--- config.mk ---
export PLATFORM = sky130hd
export DESIGN_NAME = array_serializer_flat
export DESIGN_NICKNAME = d
export VERILOG_FILES = /design/src/rtl/array_serializer_if.sv /design/src/rtl/array_serializer.sv /design/src/flat_wrapper.sv
export SDC_FILE = /design/constraint.sdc
export NUM_CORES = 1
export LEC_CHECK = 0
export CELL_PAD_IN_SITES_DETAIL_PLACEMENT = 1
export CELL_PAD_IN_SITES_GLOBAL_PLACEMENT = 1
export CORE_AREA = 2 2 92 94
export DETAILED_ROUTE_END_ITERATION = 8
export DIE_AREA = 0 0 94 96
export PLACE_DENSITY_LB_ADDON = 0.1
export RECOVER_POWER = 100
export SLEW_MARGIN = 10
export SYNTH_ARGS = -nofsm -noshare
export SYNTH_HDL_FRONTEND = slang
export SYNTH_SLANG_ARGS = --single-unit
--- constraint.sdc ---
create_clock -name aclk -period 2.2 [get_ports aclk]
set_input_delay 0.22 -clock aclk [delete_from_list [all_inputs] [get_ports aclk]]
set_output_delay 0.22 -clock aclk [all_outputs]
set_load 0.02 [all_outputs]
--- src/rtl/array_serializer_if.sv ---
// Output word stream of array_serializer: valid/ready handshake
// carrying element data, its index and an end-of-transfer marker.
interface array_serializer_if #(
   parameter int WIDTH = 16,
   parameter int IW    = 2
);
   logic [WIDTH-1:0] out_data;
   logic [IW-1:0]    out_index;
   logic             out_valid;
   logic             out_ready;
   logic             out_last;

   modport master (
      output out_data,
      output out_index,
      output out_valid,
      output out_last,
      input  out_ready
   );

   modport slave (
      input  out_data,
      input  out_index,
      input  out_valid,
      input  out_last,
      output out_ready
   );
endinterface

--- src/rtl/array_serializer.sv ---
// Captures a packed array on start and streams it one element per handshake.
// Optional trailing XOR checksum word when ARRAY_SER_CHECKSUM_EN is defined.
module array_serializer #(
   parameter  int WIDTH = 16,
   parameter  int LEN   = 4,
   localparam int IW    = (LEN > 1) ? $clog2(LEN) : 1
) (
   input  logic                   aclk,
   input  logic                   aresetn,
   input  logic                   start,
   input  logic [WIDTH*LEN-1:0]   in_packed,
   output logic                   busy,
   output logic                   done,
   array_serializer_if.master     out_if
);

   localparam logic [IW-1:0] LAST = IW'(LEN - 1);

`ifdef ARRAY_SER_CHECKSUM_EN
   typedef enum logic [1:0] {IDLE, SEND, CSUM} state_t;
`else
   typedef enum logic [1:0] {IDLE, SEND} state_t;
`endif

   state_t           state;
   state_t           nxt;
   logic [WIDTH-1:0] elem [LEN];
   logic [IW-1:0]    idx;
   logic             capture;
   logic             adv;
   logic             fin;

`ifdef ARRAY_SER_CHECKSUM_EN
   logic [WIDTH-1:0] csum;

   // XOR of every captured element, sent as the trailing word
   always_comb begin
      csum = '0;
      for (int i = 0; i < LEN; i++) begin
         csum = csum ^ elem[i];
      end
   end
`endif

   // State register; reset drops any transfer in flight
   always_ff @(posedge aclk or negedge aresetn) begin
      if (!aresetn) begin
         state <= IDLE;
      end else begin
         state <= nxt;
      end
   end

   // Next state and handshake outputs, all decoded from current state
   always_comb begin
      nxt               = state;
      capture           = 1'b0;
      adv               = 1'b0;
      fin               = 1'b0;
      busy              = (state != IDLE);
      out_if.out_valid  = 1'b0;
      out_if.out_data   = '0;
      out_if.out_index  = '0;
      out_if.out_last   = 1'b0;
      unique case (state)
         IDLE: begin
            if (start) begin
               nxt     = SEND;
               capture = 1'b1;
            end
         end
         SEND: begin
            out_if.out_valid = 1'b1;
            out_if.out_data  = elem[idx];
            out_if.out_index = idx;
`ifdef ARRAY_SER_CHECKSUM_EN
            out_if.out_last  = 1'b0;
`else
            out_if.out_last  = (idx == LAST);
`endif
            if (out_if.out_ready) begin
               if (idx == LAST) begin
`ifdef ARRAY_SER_CHECKSUM_EN
                  nxt = CSUM;
`else
                  nxt = IDLE;
                  fin = 1'b1;
`endif
               end else begin
                  adv = 1'b1;
               end
            end
         end
`ifdef ARRAY_SER_CHECKSUM_EN
         CSUM: begin
            out_if.out_valid = 1'b1;
            out_if.out_data  = csum;
            out_if.out_index = '0;
            out_if.out_last  = 1'b1;
            if (out_if.out_ready) begin
               nxt = IDLE;
               fin = 1'b1;
            end
         end
`endif
         default: begin
            nxt = IDLE;
         end
      endcase
   end

   // Shadow copy of the array, element pointer and done pulse
   always_ff @(posedge aclk or negedge aresetn) begin
      if (!aresetn) begin
         for (int i = 0; i < LEN; i++) begin
            elem[i] <= '0;
         end
         idx  <= '0;
         done <= 1'b0;
      end else begin
         done <= fin;
         if (capture) begin
            for (int i = 0; i < LEN; i++) begin
               elem[i] <= in_packed[i*WIDTH +: WIDTH];
            end
            idx <= '0;
         end else if (adv) begin
            idx <= idx + 1'b1;
         end
      end
   end

endmodule

--- src/flat_wrapper.sv ---
// flat-port wrapper written by rule: the top's interface ports become plain ports
module array_serializer_flat 
#(
   parameter  int WIDTH = 16,
   parameter  int LEN   = 4,
   localparam int IW    = (LEN > 1) ? $clog2(LEN) : 1
)
  (aclk, aresetn, start, in_packed, busy, done, out_if_out_data, out_if_out_index, out_if_out_valid, out_if_out_last, out_if_out_ready);
  array_serializer_if #(.WIDTH(WIDTH), .IW((2))) out_if_i ();
  input  logic aclk;
  input  logic aresetn;
  input  logic start;
  input  logic [WIDTH*LEN-1:0] in_packed;
  output logic busy;
  output logic done;
  output wire logic [$bits(out_if_i.out_data)-1:0] out_if_out_data;
  output wire logic [$bits(out_if_i.out_index)-1:0] out_if_out_index;
  output wire logic [$bits(out_if_i.out_valid)-1:0] out_if_out_valid;
  output wire logic [$bits(out_if_i.out_last)-1:0] out_if_out_last;
  input wire logic [$bits(out_if_i.out_ready)-1:0] out_if_out_ready;
  assign out_if_out_data = out_if_i.out_data;
  assign out_if_out_index = out_if_i.out_index;
  assign out_if_out_valid = out_if_i.out_valid;
  assign out_if_out_last = out_if_i.out_last;
  assign out_if_i.out_ready = out_if_out_ready;
  array_serializer #(.WIDTH(WIDTH), .LEN(LEN)) u_core (.aclk(aclk), .aresetn(aresetn), .start(start), .in_packed(in_packed), .busy(busy), .done(done), .out_if(out_if_i));
endmodule
==> flow_summary.toml <==
[sta]
finalCritPeriodShare = 0.925
finalHoldViolations = 0
fin_worst_skew_ns = 0.00794
fin_crit_ns = 2.04
setup_ws_ns = 0.164
rsz0062_at_grt = "false"
finalSetupViolCount = 0
relSlewSlack = 0.479
holdWs_ns = 0.475
fin_setup_tns_ns = 0
fmax_ghz = 0.491
tightestPinTransition_ns = 0.782
slew_viol_final = 0

[critical_path]
crit_path_max_fanout = 22
cp.required_ns = 2.41
worstReg2RegEnd = "u_core.elem[4]"
critical-path-max-stage-delay_ns = 0.67
r2r_slack_ns = 0.16
arrival_ns = 2.24
cpMaxStageDelayCell = "clkbuf_2"
r2r_cells = 4
cp_cell_sequence = "buf_4, nor2b_4, clkbuf_2, mux2_1"
start_kind = "register"
reg2reg_from = "u_core.state[0]"
critPathKind = "reg2reg"
end_kind = "register"

[logic_synthesis]
ys_top_cells_by_area = "dfrtp_1 52%, mux2_4 27%, mux2i_1 9.7%"
ys_types = 20
synth.ff_latch_count = 68
netlist_instances = 210
ys.warnings.count = 0
syn_area_um2 = 3300
yosysMostFrequentCell = "dfrtp_1"
async_reset_ff_frac = 1.00
synth_top_area_share = 0.516
seq_area_frac_synth = 0.516
syn-num-nets = 279
syn_avg_cell_area_um2 = 15.7
ys_top_cells_by_count = "68 x dfrtp_1, 60 x mux2_4, 32 x mux2i_1"
synth_top_area_cell = "dfrtp_1"
synth-edff-count = 0
ys.flop_type = "dfrtp_1"

[die]
die_w_um = 94
core_region_area_um2 = 8050
rows = 33
io_pins = 90
dieArea_um2 = 9020
fp.dieH_um = 96
initial_utilization = 0.409

[global_routing]
grt_pass1_vias = 2265
grt_pass1_wl_um = 12000
grt_max_degree = 69
track_usage = 0.178
grt_overflow = 0
antenna_found_initial = 0

[finish]
drive_above_1_share = 0.168
final_nets = 375
fin_cells = 415
antenna_cells = 0
area_growth_pct = 30.0

[placed_design]
io_buffers = 89
dp_slack_ns = 0.346
dp_hpwl_um = 5080
dp_cells = 399
gp_congestion = 0.707

[pwr]
switchingPower_mw = 2.19
pwr-share-clk = 0.172
p_comb_frac = 0.461
power.ir.vdd_worst_v = 0.000688
power_frac_seq = 0.366
power_density_nw_per_um2 = 1420
netSwitchingFraction = 0.360
leakagePower_nw = 1.85
p_int_mw = 3.89

[routing]
dr_total_vias = 2087
drt-vias-per-instance = 5.03
wl_um = 7360
wl_per_cell_um = 17.7
route.antenna.remaining_nets = 0
first_pass_iters = 6
drt_iter0_markers = 36
drcViolationCount = 0

[cts]
clockBufferDepth = 2
cts_tree = "yes"
numCtsBuffers = 9
clkTransAtPathRegs_ns = 0.06
clock_tree.root_cell = "clkbuf_8"
clock_sinks = 68
cts_htree_levels = 3
worst_skew_pair.late_latency_ns = 0.34

[hold_path]
hp-class = "in2async"

[job]
maxCapViolCount = 0

[run_status]
status = "complete, no violations"
## layout by cell type (no fill, tap or decap), types with 3 or more instances in the layout
master and count:
clkdlybuf4s50_1 67, dfrtp_1 67, mux2_1 35, mux2i_1 32, mux2_4 25, clkbuf_1 17, o22ai_1 16, clkbuf_8 12
dlygate4sd3_1 5, dlygate4sd2_1 5, mux2_2 4, buf_4 3
## per-stage QoR
stage / utilization / total power, mW / instance area [um2]
3_5_place_dp: 0.537 / 5.75 / 4320
5_1_grt: 0.532 / 6.50 / 4290
6_report: 0.532 / 6.08 / 4290
4_1_cts: 0.563 / 6.80 / 4530
2_1_floorplan: - / 4.49 / 3300
3_3_place_gp: 0.537 / 5.66 / 4320
## worst max path at each step
stage                    start                  end  slack, ns
6_report       u_core.state[0]       u_core.elem[4]       0.16
3_3_place_gp             start      u_core.elem[29]       0.37
3_5_place_dp     u_core.idx[1]      out_if_out_last       0.35
4_1_cts          u_core.idx[0]   out_if_out_data[4]      0.002
5_1_grt        u_core.state[0]       u_core.elem[4]       0.06
2_1_floorplan  u_core.state[0]  out_if_out_data[10]       0.63
## state kept, by name (all words and copies together) (netlist names)
register      cells
u_core.done       1
u_core.elem      64
u_core.idx        2
u_core.state      1
## repair_timing
action                                  in CTS  in global routing
resized for setup                            6                 12
endpoints found under the hold margin       68                  0
setup buffers                                0                  0
endpoints found under the setup margin       5                 12
hold buffers                                 1                  0
## final cells by class
cell class	instances	area [um2]
inverters	1	3.75
repair buffers	100	901
clock inverters	1	30.0
well taps	105	131
flip-flops and latches	68	1700
fillers	818	3770
clock buffers	14	173
multi-input cells	126	1340
## power by group through the flow
| stage | Combinational, mW | Clock (mW) | Sequential (mW) |
|---|---|---|---|
| 3_5_place_dp | 3.48 | 0 | 2.26 |
| 5_1_grt | 3.05 | 1.14 | 2.31 |
| 6_report | 2.80 | 1.05 | 2.23 |
| 3_3_place_gp | 3.41 | 0 | 2.25 |
| 2_1_floorplan | 2.34 | 0 | 2.15 |
| 4_1_cts | 3.46 | 1.09 | 2.26 |
## cells by family after synthesis
group	after synthesis	share of synthesized area
compound gates	18	0.0364
flops	68	0.516
mux	96	0.384
simple gates	11	0.0209
fa+ha+maj	1	0.00379
buf+inv	16	0.0387
## per-layer routing
layer,global-route usage,up-vias,wire (um)
li1,-,958,-
met1,0.232,1073,3300
met2,0.290,51,3670
met3,0.0478,5,310
met4,0.0616,0,79
met5,0,-,0
## critical path, delay by kind of cell (launching register included)
family / cells / cell delay, ns
buffers and inverters: 2 / 0.84
muxes: 1 / 0.42
DFF: 1 / 0.40
and+or+nand+nor: 1 / 0.24
Note: power is estimated with default switching activity, not from simulation.
==> RTL edit 1 (same flow settings) <==
`WIDTH` is set to 16 in 3 places; all go to 14.
--- a/src/rtl/array_serializer_if.sv
+++ b/src/rtl/array_serializer_if.sv
@@ -1,7 +1,7 @@
 // Output word stream of array_serializer: valid/ready handshake
 // carrying element data, its index and an end-of-transfer marker.
 interface array_serializer_if #(
-   parameter int WIDTH = 16,
+   parameter int WIDTH = 14,
    parameter int IW    = 2
 );
    logic [WIDTH-1:0] out_data;
--- a/src/rtl/array_serializer.sv
+++ b/src/rtl/array_serializer.sv
@@ -1,7 +1,7 @@
 // Captures a packed array on start and streams it one element per handshake.
 // Optional trailing XOR checksum word when ARRAY_SER_CHECKSUM_EN is defined.
 module array_serializer #(
-   parameter  int WIDTH = 16,
+   parameter  int WIDTH = 14,
    parameter  int LEN   = 4,
    localparam int IW    = (LEN > 1) ? $clog2(LEN) : 1
 ) (
--- a/src/flat_wrapper.sv
+++ b/src/flat_wrapper.sv
@@ -1,7 +1,7 @@
 // flat-port wrapper written by rule: the top's interface ports become plain ports
 module array_serializer_flat 
 #(
-   parameter  int WIDTH = 16,
+   parameter  int WIDTH = 14,
    parameter  int LEN   = 4,
    localparam int IW    = (LEN > 1) ? $clog2(LEN) : 1
 )
Ports: changed (resized in_packed and out_if_out_data); port bits go from 90 to 80. No check against the original RTL was run, so the function may have changed too.
==> RTL edit 1 against the unedited design <==
Cell area down 13%. Total power down 13%. Largest cell class unchanged. Via count down 13%. Area after synthesis decreased by 14%. Clock power shrank 12%. Sequential cell count down 8. Global-route usage fell by 1.9 points. Clock skew rose by 0.0010 ns. Highest routed layer unchanged. Combinational power fell by 15%. Worst setup slack got worse by 0.051 ns. Wire length down 8.4%.
==> RTL edit 1: results (changes against the unedited design) <==
Cells and area
  – Share of cells above drive strength 1: 14.9% (-1.9 points)
  – Layout net count: 332 (-11%)
  – Largest registers: u_core.elem x56, u_core.idx x2

Routing
  – Routed wire length: 6.74 mm (-8.4%)
  – DR pass1 iterations: 4 (-2)
  – DRT iter0 DRCs: 31 (-14%)
  – Routed vias: 1,825 (-13%)
  – Vias per cell: 4.79 (-4.8%)

Synthesis
  – Synthesized net count: 246 (-12%)
  – Top post-synthesis cells by area: dfrtp_1, mux2_4, mux2i_1
  – Share of the synthesized area in the top cell type: 52.7% (+1.0 points)
  – Async set-reset flop share out of synthesis: 100% (unchanged)
  – Most frequent cells after synthesis: dfrtp_1, mux2_4, mux2i_1
  – Register area share after synthesis: 52.7% (+1.0 points)
  – Synth Area per Inst: 15.4 µm² (-1.8%)

Critical path
  – Reg2Reg Setup Slack: 0.27 ns (+0.11 ns)
  – Crit path from: u_core.idx[1]
  – Worst-path fanout max: 15 (-32%)
  – Max incr delay on CP: 0.61 ns (-0.06 ns)
  – R2R Path Start: u_core.state[0]
  – Worst Reg2Reg Path Length in Cells: 4 (unchanged)
  – Crit path DAT: 1.87 ns (-0.37 ns)
  – Max stage delay cell, worst path: clkdlybuf4s50_1
  – R2r endpoint: u_core.elem[23]
  – Critical path capture point: out_if_out_index[1]

Worst hold path
  – Type of the worst min-delay path: input pin to flip-flop
  – Hold_sp: in_packed[20]

Run status
  – Status: completed

Clocking
  – Root Driver: clkbuf_8
  – Post-CTS setup buffer count: 0 (unchanged)
  – # resized after CTS: 4 (-2)

Place
  – RePlAce Congestion: 0.735 (+3.9%)
  – DP HPWL: 4.55 mm (-10%)
  – Port buffer count: 79 (-11%)
  – Cell Area, Placed: 3750 µm² (-13%)
  – Placed insts: 363 (-9.0%)

STA
  – Max_slew headroom: 10.1% (-38 points)
  – Hold WS: 0.485 ns (+0.00980 ns)
  – Final hold vios: 0 (unchanged)
  – Clk_skew: 0.00896 ns (+0.00102 ns)

Global route
  – Largest net degree at the start of global routing: 57 (-17%)
  – Gr usage total: 16.0% (-1.9 points)
  – Vias in the first global route: 2,081 (-8.1%)
  – First-pass GRT wire length: 10.8 mm (-10%)

Power
  – LEAKAGE: 1.59 nW (-14%)
  – Worst VDD drop: 0.586 mV (-15%)
==> RTL edit 1: cell types whose count changed after synthesis <==
cell and change:
dfrtp_1 -8, buf_6 -2, mux2_2 +12, buf_2 -1, mux2i_1 -4, o22ai_1 -2
mux2_4 -20
==> RTL edit 1: cell families (layout without fill, tap and decap cells) <==
family,after synthesis,count (layout),synth area share [%]
buf+inv,13,104,3.51
simple gates,11,11,2.41
fa+ha+maj,1,1,0.439
compound gates,16,16,3.77
mux,84,84,37.2
flops,60,60,52.7
==> RTL edit 1: where the power goes <==
part           internal, mW  switching, mW
clock network         0.518          0.410
registers              1.65          0.293
logic                  1.13           1.26
total                  3.30           1.97
==> RTL edit 1: through the flow <==
| step | util [%] | setup WS, ns |
|---|---|---|
| floorplan | - | 0.661 |
| global placement | 46.6 | 0.241 |
| detailed placement | 46.6 | 0.190 |
| CTS | 49.0 | 0.00534 |
| global route | 46.4 | 0.0500 |
| finish | 46.4 | 0.113 |
==> RTL edit 1: worst max-delay path, delay by kind of cell, from the launching register on <==
| kind | cells | cell delay [ns] |
|---|---|---|
| and+or+nand+nor | 1 | 0.18 |
| DFF | 1 | 0.48 |
| buffers and inverters | 2 | 0.87 |
==> RTL edit 1: area by class of cell <==
type | instances | area [µm²]
multi-input cells | 112 | 1120
clock buffers | 11 | 131
repair buffers | 87 | 800
fillers | 856 | 4310
clock inverters | 5 | 52.6
well taps | 105 | 131
flip-flops and latches | 60 | 1500
inverters | 1 | 3.75
==> RTL edit 1: metal layers <==
layer  global-route usage (%)  vias up  part of all wire [%]
met1                     21.9      911                    48
met2                     24.3       53                    46
met4                     5.80        0                   1.4
met5                        0        -                     0
li1                         -      854                     -
met3                     4.54        7                   5.3
==> RTL edit 2 (same flow settings) <==
Without the edit above. Reset style: synchronous (`aresetn`), changed in 2 clocked blocks.
--- a/src/rtl/array_serializer.sv
+++ b/src/rtl/array_serializer.sv
@@ -43,7 +43,7 @@
 `endif
 
    // State register; reset drops any transfer in flight
-   always_ff @(posedge aclk or negedge aresetn) begin
+   always_ff @(posedge aclk) begin
       if (!aresetn) begin
          state <= IDLE;
       end else begin
@@ -110,7 +110,7 @@
    end
 
    // Shadow copy of the array, element pointer and done pulse
-   always_ff @(posedge aclk or negedge aresetn) begin
+   always_ff @(posedge aclk) begin
       if (!aresetn) begin
          for (int i = 0; i < LEN; i++) begin
             elem[i] <= '0;
Formal check against the unedited RTL: differs if aresetn is asserted again (counterexample within 4 cycles, from zero or initial values and one cycle with aresetn low); with aresetn held inactive, the same outputs for 10 cycles.
==> RTL edit 2 against the unedited design <==
Synthesized cell count up 2.9%. Global-route usage fell by 3.3 points. Clock skew shrank 0.0011 ns. Sequential cell count increased by 2. Critical path depth stayed put. Worst setup slack lost 0.048 ns. Wire length fell by 13%. Hold slack gained 0.053 ns. Cell area rose by 1.6%. Area after synthesis fell by 4.5%.
Power is not compared: it rests on default switching activity, and its combinational part moved more than twofold at a synthesized area within 25%.
==> RTL edit 2: results (changes against the unedited design) <==
Run status
  – Status: completed

Place
  – Worst slack, placed: 0.361 ns (+0.0154 ns)
  – Cell Area, Placed: 4190 µm² (-3.2%)
  – Placed insts: 404 (+1.3%)
  – Port buffer count: 89 (unchanged)
  – DP HPWL: 4.38 mm (-14%)
  – RePlAce Congestion: 0.716 (+1.3%)

Synthesis
  – Synth Area per Inst: 14.6 µm² (-7.1%)
  – Mux contribution to synthesized area: 10.5% (-28 points)
  – Compound-cell area share of the yosys netlist: 3.69% (+0.052 points)
  – Number of synthesized flops with an enable pin: 64 (+64)
  – Top post-synthesis cells by area: edfxtp_1, and2_2, mux2i_1
  – Synth Area in Adders: 0.795% (+0.42 points)
  – Synthesized net count: 286 (+2.5%)
  – Most frequent cells after synthesis: edfxtp_1, and2_2, mux2i_1
  – Register area share after synthesis: 64.8% (+13 points)
  – Async set-reset flop share out of synthesis: 0% (-100 points)
  – Xor/xnor cell area share of the yosys netlist: 0.278% (+0.28 points)
  – Synth warnings: 0 (unchanged)
  – Main synth FF type: edfxtp_1
  – Post-synth cell types: 22 (+10%)

Routing
  – DRT iter0 DRCs: 43 (+19%)
  – Vias per cell: 4.69 (-6.8%)
  – Detailed-route wire length per cell: 15.2 µm (-14%)
  – Routed vias: 1,969 (-5.7%)
  – DR pass1 iterations: 3 (-3)

Critical path
  – Reg2Reg Setup Slack: 0.34 ns (+0.18 ns)
  – Crit path DAT: 1.86 ns (-0.38 ns)
  – Max stage delay cell, worst path: clkdlybuf4s50_1
  – R2r endpoint: u_core.elem[1][2]
  – Max incr delay on CP: 0.64 ns (-0.03 ns)
  – Worst-path fanout max: 12 (-45%)
  – R2R Path Start: u_core.state[0]
  – Critical path capture point: out_if_out_data[1]

Cells and area
  – Share of cells above drive strength 1: 21.9% (+5.1 points)
  – Ant. Diodes: 0 (unchanged)
  – Layout net count: 380 (+1.3%)
  – Fillers: 824 (+0.73%)
  – Largest registers: u_core.elem x64, u_core.idx x2

Power
  – LEAKAGE: roughly 1.6 nW

STA
  – Clk_skew: 0.00686 ns (-0.00108 ns)
  – Tightest Pin Transition: 0.964 ns (+0.182 ns)
  – Hold WS: 0.528 ns (+0.0530 ns)
  – Max Freq: 480 MHz (-2.3%)

Worst hold path
  – Hold EP: u_core.state[0]
  – Type of the worst min-delay path: input pin to flip-flop

Clocking
  – Num CTS Buffers: 9 (unchanged)
  – # resized after CTS: 1 (-5)

Global route
  – Gr usage total: 14.6% (-3.3 points)
  – First-pass GRT wire length: 9.74 mm (-19%)
  – Largest net degree at the start of global routing: 68 (-1.4%)
RTL edit 2: cell types whose count changed in the layout (fill, tap and decap cells not counted), sizes merged, moves of 2 or more:
cell / delta
dfxtp: +6
dfrtp: -68
clkbuf: -19
mux2: -64
buf: +2
edfxtp: +64
dlygate4sd2: -5
dlymetal6s2s: +2
clkdlybuf4s50: +13
clkinv: +4
o21ai: +2
and2: +65
a221o: -2
RTL edit 2: layer usage:
layer	wire [µm]	global-route usage (%)
met1	2820	19.2
met2	3150	23.4
met3	318	3.05
met4	99	6.52
met5	0	0
RTL edit 2: cell type report:
class                           count  area (µm²)  area share, %
Clock buffer                       10         128           2.93
Clock inverter                      6        76.3           1.75
Inverter                            1        3.75         0.0862
Multi-Input combinational cell    130        1010           23.3
Sequential cell                    70        2040           46.9
Tap cell                          105         131           3.02
Timing Repair Buffer               98         958           22.0
RTL edit 2: worst reg2reg max path: cells and delay by family (launching register included):
family                 cells  cell delay (ns)
DFF                        1             0.37
buffers and inverters      2             0.73
and+or+nand+nor            2             0.52
